==> config.mk <==
export PLATFORM = sky130hd
export DESIGN_NAME = fifo_playback_reader
export DESIGN_NICKNAME = d
export VERILOG_FILES = /design/src/rtl/daw_pkg.sv /design/src/rtl/fifo_level_tracker.sv /design/src/rtl/fifo_playback_reader.sv
export SDC_FILE = /design/constraint.sdc
export NUM_CORES = 1
export LEC_CHECK = 0
export CAP_MARGIN = 10
export CELL_PAD_IN_SITES_DETAIL_PLACEMENT = 1
export CELL_PAD_IN_SITES_GLOBAL_PLACEMENT = 1
export CORE_MARGIN = 3
export CORE_UTILIZATION = 40
export DETAILED_ROUTE_END_ITERATION = 10
export PLACE_DENSITY_LB_ADDON = 0.1
export SLEW_MARGIN = 25
export SYNTH_ARGS = -nofsm -noshare
export SYNTH_HDL_FRONTEND = slang
export SYNTH_HIERARCHICAL = 1
export SYNTH_SLANG_ARGS = --single-unit
==> constraint.sdc <==
create_clock -name clk -period 4.5 [get_ports clk]
set_input_delay 1.35 -clock clk [delete_from_list [all_inputs] [get_ports clk]]
set_output_delay 1.35 -clock clk [all_outputs]
set_load 0.01 [all_outputs]
==> src/rtl/daw_pkg.sv <==
// Shared types and constants for the sample playback path.
package daw_pkg;

  localparam int unsigned SAMPLE_W = 16;

  typedef logic [SAMPLE_W-1:0] sample_t;

  typedef enum logic [1:0] {
    IDLE    = 2'd0,
    ADVANCE = 2'd1,
    SETTLE  = 2'd2
  } reader_state_t;

  localparam sample_t SILENCE = '0;

endpackage

==> src/rtl/fifo_level_tracker.sv <==
// Saturating occupancy counter for the sample FIFO, with sticky overflow flag.
module fifo_level_tracker #(
  parameter  int unsigned DEPTH = 512,
  localparam int unsigned LVL_W = $clog2(DEPTH + 1)
) (
  input  logic             clk,
  input  logic             rst_n,
  input  logic             inc,
  input  logic             dec,
  input  logic             clear,
  output logic [LVL_W-1:0] level,
  output logic             overflow
);

  logic [LVL_W-1:0] level_q, level_d;
  logic             overflow_q, overflow_d;

  // Next occupancy; a write into a full FIFO saturates and flags overflow (set beats clear).
  always_comb begin
    level_d    = level_q;
    overflow_d = overflow_q;
    if (clear) begin
      overflow_d = 1'b0;
    end
    if (inc && !dec) begin
      if (level_q == LVL_W'(DEPTH)) begin
        overflow_d = 1'b1;
      end else begin
        level_d = level_q + LVL_W'(1);
      end
    end else if (dec && !inc) begin
      level_d = level_q - LVL_W'(1);
    end
  end

  // Occupancy and flag registers.
  always_ff @(posedge clk or negedge rst_n) begin
    if (!rst_n) begin
      level_q    <= '0;
      overflow_q <= 1'b0;
    end else begin
      level_q    <= level_d;
      overflow_q <= overflow_d;
    end
  end

  assign level    = level_q;
  assign overflow = overflow_q;

endmodule

==> src/rtl/fifo_playback_reader.sv <==
// Consumer end of the sample FIFO: one sample per audio tick, silence on underrun.
module fifo_playback_reader
  import daw_pkg::*;
#(
  parameter  int unsigned WIDTH      = 16,
  parameter  int unsigned DEPTH      = 512,
  parameter  int unsigned RD_LATENCY = 2,
  localparam int unsigned LVL_W      = $clog2(DEPTH + 1)
) (
  input  logic             clk,
  input  logic             rst_n,
  input  logic             sample_tick,
  input  logic             wr_event,
  output logic             fifo_rd,
  input  logic [WIDTH-1:0] fifo_dout,
  output logic [WIDTH-1:0] sample_out,
  output logic             sample_valid,
  output logic [LVL_W-1:0] level,
  output logic             underrun,
  output logic             overflow,
  output logic             tick_missed,
  input  logic             clear_flags
);

  localparam int unsigned CNT_W = $clog2(RD_LATENCY + 2);

  reader_state_t    state_q, state_d;
  logic [CNT_W-1:0] cnt_q, cnt_d;
  logic             pending_q, pending_d;
  logic             fifo_rd_q, fifo_rd_d;
  logic [WIDTH-1:0] sample_q, sample_d;
  logic             valid_q, valid_d;
  logic             underrun_q, underrun_d;
  logic             missed_q, missed_d;
  logic             dec_c;
  logic             can_serve_c;
  logic             serve_c;

  // The FIFO head is consumed in the ADVANCE cycle.
  assign dec_c = (state_q == ADVANCE);

  fifo_level_tracker #(
    .DEPTH (DEPTH)
  ) u_level (
    .clk      (clk),
    .rst_n    (rst_n),
    .inc      (wr_event),
    .dec      (dec_c),
    .clear    (clear_flags),
    .level    (level),
    .overflow (overflow)
  );

  // A tick is served only in IDLE and never right after a valid pulse, so valid cannot repeat back-to-back.
  assign can_serve_c = (state_q == IDLE) && !valid_q;
  assign serve_c     = can_serve_c && (sample_tick || pending_q);

  // Next-state, tick bookkeeping and sample capture.
  always_comb begin
    state_d    = state_q;
    cnt_d      = cnt_q;
    pending_d  = pending_q;
    fifo_rd_d  = 1'b0;
    sample_d   = sample_q;
    valid_d    = 1'b0;
    underrun_d = underrun_q & ~clear_flags;
    missed_d   = missed_q & ~clear_flags;

    if (can_serve_c) begin
      pending_d = 1'b0;
      if (pending_q && sample_tick) begin
        missed_d = 1'b1;
      end
    end else if (sample_tick) begin
      if (pending_q) begin
        missed_d = 1'b1;
      end else begin
        pending_d = 1'b1;
      end
    end

    case (state_q)
      IDLE: begin
        if (serve_c) begin
          valid_d = 1'b1;
          if (level != '0) begin
            sample_d  = fifo_dout;
            fifo_rd_d = 1'b1;
            state_d   = ADVANCE;
          end else begin
            sample_d   = WIDTH'(SILENCE);
            underrun_d = 1'b1;
          end
        end
      end
      ADVANCE: begin
        cnt_d   = CNT_W'(RD_LATENCY + 1);
        state_d = SETTLE;
      end
      SETTLE: begin
        cnt_d = cnt_q - CNT_W'(1);
        if (cnt_q <= CNT_W'(1)) begin
          state_d = IDLE;
        end
      end
      default: begin
        state_d = IDLE;
      end
    endcase
  end

  // State and output registers.
  always_ff @(posedge clk or negedge rst_n) begin
    if (!rst_n) begin
      state_q    <= IDLE;
      cnt_q      <= '0;
      pending_q  <= 1'b0;
      fifo_rd_q  <= 1'b0;
      sample_q   <= '0;
      valid_q    <= 1'b0;
      underrun_q <= 1'b0;
      missed_q   <= 1'b0;
    end else begin
      state_q    <= state_d;
      cnt_q      <= cnt_d;
      pending_q  <= pending_d;
      fifo_rd_q  <= fifo_rd_d;
      sample_q   <= sample_d;
      valid_q    <= valid_d;
      underrun_q <= underrun_d;
      missed_q   <= missed_d;
    end
  end

  assign fifo_rd      = fifo_rd_q;
  assign sample_out   = sample_q;
  assign sample_valid = valid_q;
  assign underrun     = underrun_q;
  assign tick_missed  = missed_q;

endmodule

======== Word-level counts from Yosys, hierarchy flattened ========
Index checks and enable logic that the tools add are counted.
storage, ports and cells
  flip-flop bits (word level) ............. 36
  word-level logic and storage cells ...... 67
operators by class
  add/subtract/negate cells ............... 3
  magnitude comparators ................... 1
  eq/ne operators ......................... 7
  muxes and demuxes ....................... 26
  bitwise operators ....................... 3
  reduce and logical (&&, ||, !) cells .... 17
operators with widths
  cell                   count
  $mux 10                3
  $mux 1                 17
  $mux 16                1
  $add 10x1->10 const B  1
  $eq 10x10->1 const B   1
  $reduce_bool 10->1     1
  $sub 10x1->10 const B  1
  $mux 2                 3
  $ne 2x2->1 const B     3
  $pmux 2 s3             1
  $reduce_bool 2->1      3
  $logic_and 1x1->1      5
  $pmux 2 s2             1
  $reduce_and 2->1       2
  $logic_not 1->1        3
  $reduce_and 3->1       1
  $and 1x1->1            2
  $eq 2x1->1 const B     1
  $eq 2x2->1 const B     1
  $le 2x1->1 const B     1
  $logic_not 2->1        1
  $ne 2x1->1 const B     1
  $sub 2x1->2 const B    1
  $logic_or 1x1->1       1
  $not 1->1              1

======== Longest topological paths before layout ========
Gate-level depths: netlist of run 1.
  depth after elaboration ................. 5
  depth in mapped cells ................... 10

======== Cells and area by module ========
Netlist of run 1, hierarchy kept.
by module, submodules not included
  module                instances  cells each  area an instance (µm²)  seq. area each (µm²)
  fifo_playback_reader  1          78          1049.8                  625.6
  fifo_level_tracker    1          99          904.6                   275.3

======== Worst setup path after synthesis of run 1 ========
OpenSTA, ideal clock, no wires.
  path type ............................... input to register
  from .................................... input port wr_event
  to ...................................... register u_level.level_q[8] (netlist: u_level/level[8])
  library setup time ...................... 0.131 ns
  data arrival time ....................... 2.844 ns
  slack ................................... 1.525 ns
  stages on the path ...................... 7
  cells stage by stage .................... nand2b_1 ha_1 a21o_1 or4_1 o22ai_1 xor2_1 o21ai_0
on the way
  cells in the longest elaborated chain, start to end .. 4
  elaborated cells between the ends (all ways) .. 7
  those cells by class .................... 1 x eq/ne; 1 x mux; 5 x reduce/logical
RTL lines
  item                                line                        RTL
  start: declaration                  fifo_playback_reader.sv:13  input logic wr_event,
  $logic_not 1->1                     fifo_level_tracker.sv:31    end else if (dec && !inc) begin
  $logic_and 1x1->1                   fifo_level_tracker.sv:31
  $reduce_bool 2->1 (no source line)  -
  $reduce_and 2->1 (no source line)   -
  end signal: assignment              fifo_level_tracker.sv:42    level_q <= level_d;
  end: declaration                    fifo_level_tracker.sv:15    logic [LVL_W-1:0] level_q, level_d;
Parallel ways exist; a longest one is shown, timed or not.
A chain may end at the register's enable or synchronous reset.

======== Final worst setup path of run 1 ========
  from .................................... input port wr_event
  to ...................................... register u_level.level_q[9] (netlist: u_level/level[9])
Same word-level chain as after synthesis.

==> flow_metrics.tcl, run 1 <==
set metrics [dict create \
    rsz0062_at_grt "no" \
    hold_class "flop to flop" \
    routedWlPerCell_um 18.1 \
    worst_slew_pin_slew_ps 571 \
    routed_via_density 5.43 \
    post-synth-top-area-cell "sky130_fd_sc_hd__dfrtp_1" \
    synth_top_cell_area_share_pct 46.1 \
    final_min_period_over_clock_period_pct 83.7 \
    post_synth_and_or_nand_nor_area_fraction_pct 12.2 \
    p_seq_share_pct 29.7 \
    synthesis.area_per_instance_sq_um 11.0 \
    finalClockSkew_ps 8.08 \
    antenna_found_initial 0 \
    crit_slowest_cell "sky130_fd_sc_hd__clkdlybuf4s50_1" \
    async_flop_share_pct 100 \
    synth-adder-area-share_pct 8.71 \
    setup.worst_path.start_class "primary input" \
    met2_length_um 2820 \
    synth_cell_type_count 46 \
    ratio_of_cells_with_drive_above_1_in_the_final_layout_pct 7.73 \
    path_buf_inv 1 \
    tritoncts_clock_tree "done" \
    fin_setup_tns_ps 0 \
    wl_met3_um 205 \
    synth_compound_area_share_pct 23.6 \
    synth_most_common_cell "sky130_fd_sc_hd__dfrtp_1" \
    dieWidth_um 75.9 \
    power_frac_clock_pct 13.2 \
    worstSetupPathType "primary input to flop" \
    cts-root-to-sink-buffers 2 \
    met1Wirelength_um 2330 \
    cts_buffers 5 \
    antenna-diode-count 0 \
    grt_start_max_net_pins 37 \
    static-leakage-power_nw 1.13 \
    flow.area_growth_from_synthesis_pct 34.1 \
    yosys.area_share.xor_xnor_pct 3.14 \
    grt-ovfl-total 0 \
    portBuffers 51 \
    drt_wl_total_um 5410 \
    p_per_area_nw_per_um2 819 \
    total_of_cells_resized_after_clock_tree_synthesis 0 \
    ys_seq_area_share_pct 46.1 \
    first_global_vias 1799 \
    highest-signal-layer "met4" \
    min_path_cells 1 \
    dieArea_sq_um 5760 \
    die_height_um 75.9 \
    finalMaxSlewViolations 0 \
    cts.reportedPaths.clkPinSlew_ps 70 \
    syn_nets 211 \
    grt_usage_pct 20.0 \
    initialDrtViolationCount 71 \
    cts-htree-levels 2 \
    top_level_ports 52 \
    dominant_combinational_cell_family_by_area_after_synthesis "compound AO/OA/AOI/OAI gates" \
    firstDrtPassIters 4 \
    timing.critical_path.max_delay_family "compound AO/OA/AOI/OAI gates" \
    synth_edf_count 0 \
    final_hold_viol_count 0 \
    p_sw_uw 896 \
    floorplan.initialDensity_pct 43.1 \
    gp_congestion 0.815 \
    cp-end-kind "flop" \
    vdd.ir_drop.worst_uv 386 \
    dp.final_hpwl_um 3930 \
    worst_ep_arrival_time_ps 3910 \
    grt_pass1_wl_um 9220 \
    status "complete, no violations" \
    timing.final.setup_violations 0 \
    timing.final.crit_period_ps 3760 \
    clock_latency_ps 290 \
    post_synth_mux_area_share_pct 1.66 \
    maxCapViolCount 0 \
    vias 1617 \
    syn-cell-area_sq_um 1950 \
    switching_share_pct 41.8 \
    timing.reg2reg.worst_path_depth 8 \
    maxClockFrequency_mhz 266 \
    critical_path_cell_by_cell "clkdlybuf4s50_1 -> nand2b_1 -> ha_1 -> o21ai_0 -> o211ai_1 -> nand2_1 -> a2111oi_0 -> a2111oi_1" \
    cts-hold-fix-buffers 0 \
    internal_power_mw 1.25 \
    postSynthCellCount 177 \
    number_of_setup_buffers_added_after_cts 0 \
    combinationalPowerShare_pct 57.1 \
    critical_path_required_ps 4640 \
    cts_root_buf "sky130_fd_sc_hd__clkbuf_8" \
    number_of_clock_sinks 36 \
    row_count 24 \
    cp_num_cells 8 \
    ys_seq_elements 36 \
    core-area_sq_um 4530 \
    final_antenna_net_count 0 \
    yosysWarnings 6 \
    timing.max_slew.rel_slack_pct 61.8 \
    synth_top_cells_by_area "sky130_fd_sc_hd__dfrtp_1 (46%), sky130_fd_sc_hd__ha_1 (7.7%), sky130_fd_sc_hd__a22o_1 (7.6%)" \
    netlist_top_cells_count "sky130_fd_sc_hd__dfrtp_1 (36), sky130_fd_sc_hd__a22o_1 (17), sky130_fd_sc_hd__o21ai_0 (17)" \
    post-route-drc-count 0 \
    final_nets 266 \
    ys_dominant_reg_cell "sky130_fd_sc_hd__dfrtp_1" \
    largest_driver_fanout_on_the_critical_path 10 \
    final_util_pct 57.8 \
    critical-path-max-stage-delay_ps 570 \
]
[final cells by class]
type                    count  area [sq um]
clock buffers               6          72.6
clock inverters             2          35.0
fillers                   488          1910
inverters                  13          48.8
multi-input cells         124           963
flip-flops and latches     36           901
well taps                  65          81.3
repair buffers             52           518
[power by group through the flow]
stage / clock, mW / combinational (mW) / sequential (mW)
3_5_place_dp: 0 / 1.21 / 0.642
5_1_grt: 0.305 / 1.36 / 0.663
2_1_floorplan: 0 / 0.727 / 0.662
3_3_place_gp: 0 / 1.16 / 0.627
4_1_cts: 0.291 / 1.23 / 0.641
6_report: 0.282 / 1.22 / 0.638
[layout by cell type, fill, tap and decap left out, types with 2 or more instances in the layout]
| master | netlist | final |
|---|---|---|
| sky130_fd_sc_hd__dfrtp_1 | 36 | 36 |
| sky130_fd_sc_hd__clkbuf_8 | 0 | 5 |
| sky130_fd_sc_hd__a22o_1 | 17 | 17 |
| sky130_fd_sc_hd__nand2b_1 | 3 | 3 |
| sky130_fd_sc_hd__nand3_1 | 4 | 4 |
| sky130_fd_sc_hd__a21o_1 | 3 | 3 |
| sky130_fd_sc_hd__xnor2_1 | 2 | 2 |
| sky130_fd_sc_hd__nor2_1 | 4 | 4 |
| sky130_fd_sc_hd__a21oi_1 | 6 | 6 |
| sky130_fd_sc_hd__o21ai_0 | 17 | 17 |
| sky130_fd_sc_hd__ha_1 | 12 | 12 |
| sky130_fd_sc_hd__a211oi_1 | 2 | 2 |
| sky130_fd_sc_hd__inv_1 | 12 | 12 |
| sky130_fd_sc_hd__nand2_1 | 13 | 13 |
| sky130_fd_sc_hd__o22ai_1 | 3 | 3 |
| sky130_fd_sc_hd__xor2_1 | 5 | 5 |
| sky130_fd_sc_hd__nor4_1 | 2 | 2 |
| sky130_fd_sc_hd__o21a_1 | 5 | 5 |
| sky130_fd_sc_hd__clkdlybuf4s50_1 | 0 | 51 |
| sky130_fd_sc_hd__o211ai_1 | 2 | 2 |
[worst reg2reg max path, delay by kind of cell (launching register included)]
kind            cells  cell delay (ps)
simple gates        2              520
flops               1              420
compound gates      4             1060
fa+ha+maj           2              760
[cells by family (layout without fill, tap and decap cells)]
logic type,Yosys count,after routing
buffers and inverters,17,73
multiplexers,3,3
flip-flops,36,36
XOR/XNOR,7,7
adder cells (fa/ha/maj),13,13
AO/OA/AOI/OAI,62,62
AND/OR/NAND/NOR,39,39
[routing by layer]
layer	vias to the layer above	track usage (%)
met5	-	0
met4	0	3.99
li1	758	-
met2	37	35.3
met1	814	24.8
met3	8	4.98
[stage by stage]
| step | setup slack (ps) | power (mW) | cells | hold slack [ps] | instance area (sq um) |
|---|---|---|---|---|---|
| 6_report | 735 | 2.15 | 298 | 518 | 2620 |
| 2_1_floorplan | 1520 | 1.39 | 177 | 491 | 1950 |
| 3_3_place_gp | 730 | 1.79 | 290 | 487 | 2510 |
| 4_1_cts | 765 | 2.17 | 298 | 521 | 2620 |
| 5_1_grt | 468 | 2.33 | 298 | 544 | 2620 |
| 3_5_place_dp | 483 | 1.86 | 290 | 495 | 2510 |
[flip-flops by register name (all words and copies together), names as in the netlist]
signal and cells:
sample_out 16, u_level/level 10, cnt_q 2, state_q 2, fifo_rd 1, pending_q 1, sample_valid 1, tick_missed 1
u_level/overflow 1, underrun 1
[worst paths after layout]
kind                                from                to  slack, ps
setup / recovery                wr_event  u_level/level[9]        740
max in group asynchronous          rst_n  u_level/level[1]       2690
min in group asynchronous          rst_n          cnt_q[0]       1470
hold reg to reg            sample_out[1]     sample_out[1]        520
hold / removal             sample_out[1]     sample_out[1]        520
setup reg to reg              state_q[0]  u_level/level[9]       1590
Power figures use the tool's default switching activity.
==> inputs of run 2 (changes only) <==
--- a/config.mk
+++ b/config.mk
@@ -9,7 +9,7 @@
 export CELL_PAD_IN_SITES_DETAIL_PLACEMENT = 1
 export CELL_PAD_IN_SITES_GLOBAL_PLACEMENT = 1
 export CORE_MARGIN = 3
-export CORE_UTILIZATION = 40
+export CORE_UTILIZATION = 37
 export DETAILED_ROUTE_END_ITERATION = 10
 export PLACE_DENSITY_LB_ADDON = 0.1
 export SLEW_MARGIN = 25
==> constraint.sdc (replaced) <==
create_clock -name clk -period 3.5 [get_ports clk]
set_input_delay 1.05 -clock clk [delete_from_list [all_inputs] [get_ports clk]]
set_output_delay 1.05 -clock clk [all_outputs]
set_load 0.01 [all_outputs]
==> run 2 against run 1 <==
Effect of this change:
- die area rose by 7.5%
- final area barely moved
- combinational power rose by 31%
- worst setup slack got worse by 510 ps
- flip-flop and latch count did not move
- global-route usage fell by 1.5 points
- sequential share of layout area barely moved
- first-iteration DRC count fell by 9.9%
- clock-buffer cell count rose by 1
- clock skew fell by 3.5 ps
- wire length fell by 3.2%
- via count barely moved
- critical path type unchanged
- largest cell class unchanged
==> flow_metrics.tcl, run 2 (synthesis gave the netlist of run 1 again) <==
set metrics [dict create \
    status "complete, no violations" \
    timing.final.setup_violations 0 \
    die_height_um 78.7 \
    timing.final.crit_period_ps 3270 \
    first_global_vias 1808 \
    rsz0062_at_grt "no" \
    layout.filler_cells 543 \
    total_of_cells_resized_after_clock_tree_synthesis 0 \
    drt_wl_total_um 5240 \
    antenna_found_initial 0 \
    grt_start_max_net_pins 37 \
    grt_usage_pct 18.4 \
    fin_setup_tns_ps 0 \
    timing.reg2reg.worst_path_depth 9 \
    maxCapViolCount 0 \
    p_seq_share_pct 29.9 \
    cp-end-kind "flop" \
    firstDrtPassIters 4 \
    finalMaxSlewViolations 0 \
    flow.area_growth_from_synthesis_pct 33.9 \
    timing.max_slew.rel_slack_pct 45.7 \
    cts-root-to-sink-buffers 2 \
    clock_latency_ps 280 \
    final_antenna_net_count 0 \
    post-route-drc-count 0 \
    cts-hold-fix-buffers 0 \
    wl_met3_um 232 \
    ratio_of_cells_with_drive_above_1_in_the_final_layout_pct 8.90 \
    internal_power_mw 1.56 \
    initialDrtViolationCount 64 \
    combinationalPowerShare_pct 59.2 \
    rr_startpoint "state_q[1]" \
    grt-ovfl-total 0 \
    critical-path-max-stage-delay_ps 510 \
    maxClockFrequency_mhz 306 \
    number_of_clock_sinks 36 \
    grt_pass1_wl_um 8960 \
    routed_via_density 5.33 \
    largest_driver_fanout_on_the_critical_path 10 \
    final_cell_count_no_fill 303 \
    min_path_cells 1 \
    postLayoutSetupSlackWorst_ps 229 \
    place_inst 295 \
    cts_buffers 5 \
    min_delay_worst_endpoint "sample_out[0]" \
    met1Wirelength_um 2380 \
    layout.cells.most_common_list "sky130_fd_sc_hd__clkdlybuf4s50_1 (50), sky130_fd_sc_hd__dfrtp_1 (36), sky130_fd_sc_hd__o21ai_0 (17), sky130_fd_sc_hd__a22o_1 (17), sky130_fd_sc_hd__nand2_1 (13)" \
    final_nets 269 \
    critical_path.reg2reg.endpoint "u_level/level[9]" \
    p_per_area_nw_per_um2 1030 \
    vias 1616 \
    p_sw_mw 1.15 \
    crit_slowest_cell "sky130_fd_sc_hd__a2111oi_0" \
    final_common_cell "sky130_fd_sc_hd__clkdlybuf4s50_1" \
    hold_start "sample_out[0]" \
    worst_setup_slack_after_placement_ps -29.0 \
    static-leakage-power_nw 1.13 \
    largest_reg_flops 16 \
    gp_congestion 0.827 \
    worst_ep_arrival_time_ps 3400 \
    switching_share_pct 42.5 \
    final_hold_viol_count 0 \
    vdd.ir_drop.worst_uv 465 \
    power_frac_clock_pct 10.9 \
    cts.reportedPaths.clkPinSlew_ps 80 \
    floorplan.initialDensity_pct 39.8 \
    tritoncts_clock_tree "done" \
    highest-signal-layer "met4" \
    timing.hold.ws_ps 503 \
    setup.worst_path.start_class "primary input" \
    cts-htree-levels 2 \
    placedInstanceArea_sq_um 2530 \
    design_power_total_mw 2.71 \
    final_util_pct 53.3 \
    core-area_sq_um 4910 \
    antenna-diode-count 0 \
    final_min_period_over_clock_period_pct 93.5 \
    top_level_ports 52 \
    critical_path_cell_by_cell "clkdlybuf4s50_1 -> nand2b_1 -> ha_1 -> o21ai_0 -> o211ai_1 -> nand2_1 -> a2111oi_0 -> a2111oi_1" \
    hold_class "flop to flop" \
    worstSetupPathType "primary input to flop" \
    number_of_setup_buffers_added_after_cts 0 \
    cts_root_buf "sky130_fd_sc_hd__clkbuf_8" \
    dieWidth_um 78.7 \
    met2_length_um 2570 \
    finalClockSkew_ps 4.55 \
    critical_path_required_ps 3630 \
    row_count 25 \
    dp.final_hpwl_um 3950 \
    fin_area_sq_um 2620 \
    dieArea_sq_um 6190 \
    worst_slew_pin_slew_ps 814 \
    routedWlPerCell_um 17.3 \
    reg2reg_setup_slack_ps 660 \
    portBuffers 51 \
]
[run 2: changes by cell type in the layout (fill, tap and decap cells not counted), sizes merged]
cell | before | now
buf | 1 | 5
bufinv | 1 | 0
clkbuf | 6 | 7
clkdlybuf4s50 | 51 | 50
[run 2: final cells by class]
class	count	area, sq um	share of cell area, %
Tap cell	67	83.8	3.20
Inverter	13	48.8	1.86
Multi-Input combinational cell	124	963	36.8
Clock buffer	7	76.3	2.92
Sequential cell	36	901	34.4
Clock inverter	1	8.76	0.335
Timing Repair Buffer	55	536	20.5
[run 2: metal layers]
layer | global-route usage (%) | vias to the layer above
met5 | 0 | -
met4 | 5.07 | 0
met3 | 4.59 | 4
met2 | 30.3 | 34
met1 | 24.1 | 813
li1 | - | 765
[run 2: power groups by stage]
stage                     combinational (mW)  sequential (mW)  clock (mW)
after floorplan                        0.935            0.852           0
after CTS                               1.61            0.813       0.305
after detailed placement                1.59            0.817           0
after global routing                    1.77            0.841       0.326
final                                   1.60            0.811       0.294
after global placement                  1.52            0.807           0
[run 2: worst max path at each step]
| stage | startpoint | to | cells after the start |
|---|---|---|---|
| floorplan | wr_event | u_level/level[8] | 7 |
| global placement | wr_event | u_level/level[8] | 8 |
| detailed placement | wr_event | u_level/level[9] | 8 |
| CTS | wr_event | u_level/level[9] | 8 |
| global route | wr_event | u_level/level[9] | 8 |
| finish | wr_event | u_level/level[9] | 8 |
[run 2: critical path: cells and delay by family]
family | cells | cell delay (ps)
AO/OA/AOI/OAI | 4 | 1060
adder cells (fa/ha/maj) | 1 | 410
buffers and inverters | 1 | 480
AND/OR/NAND/NOR | 2 | 410
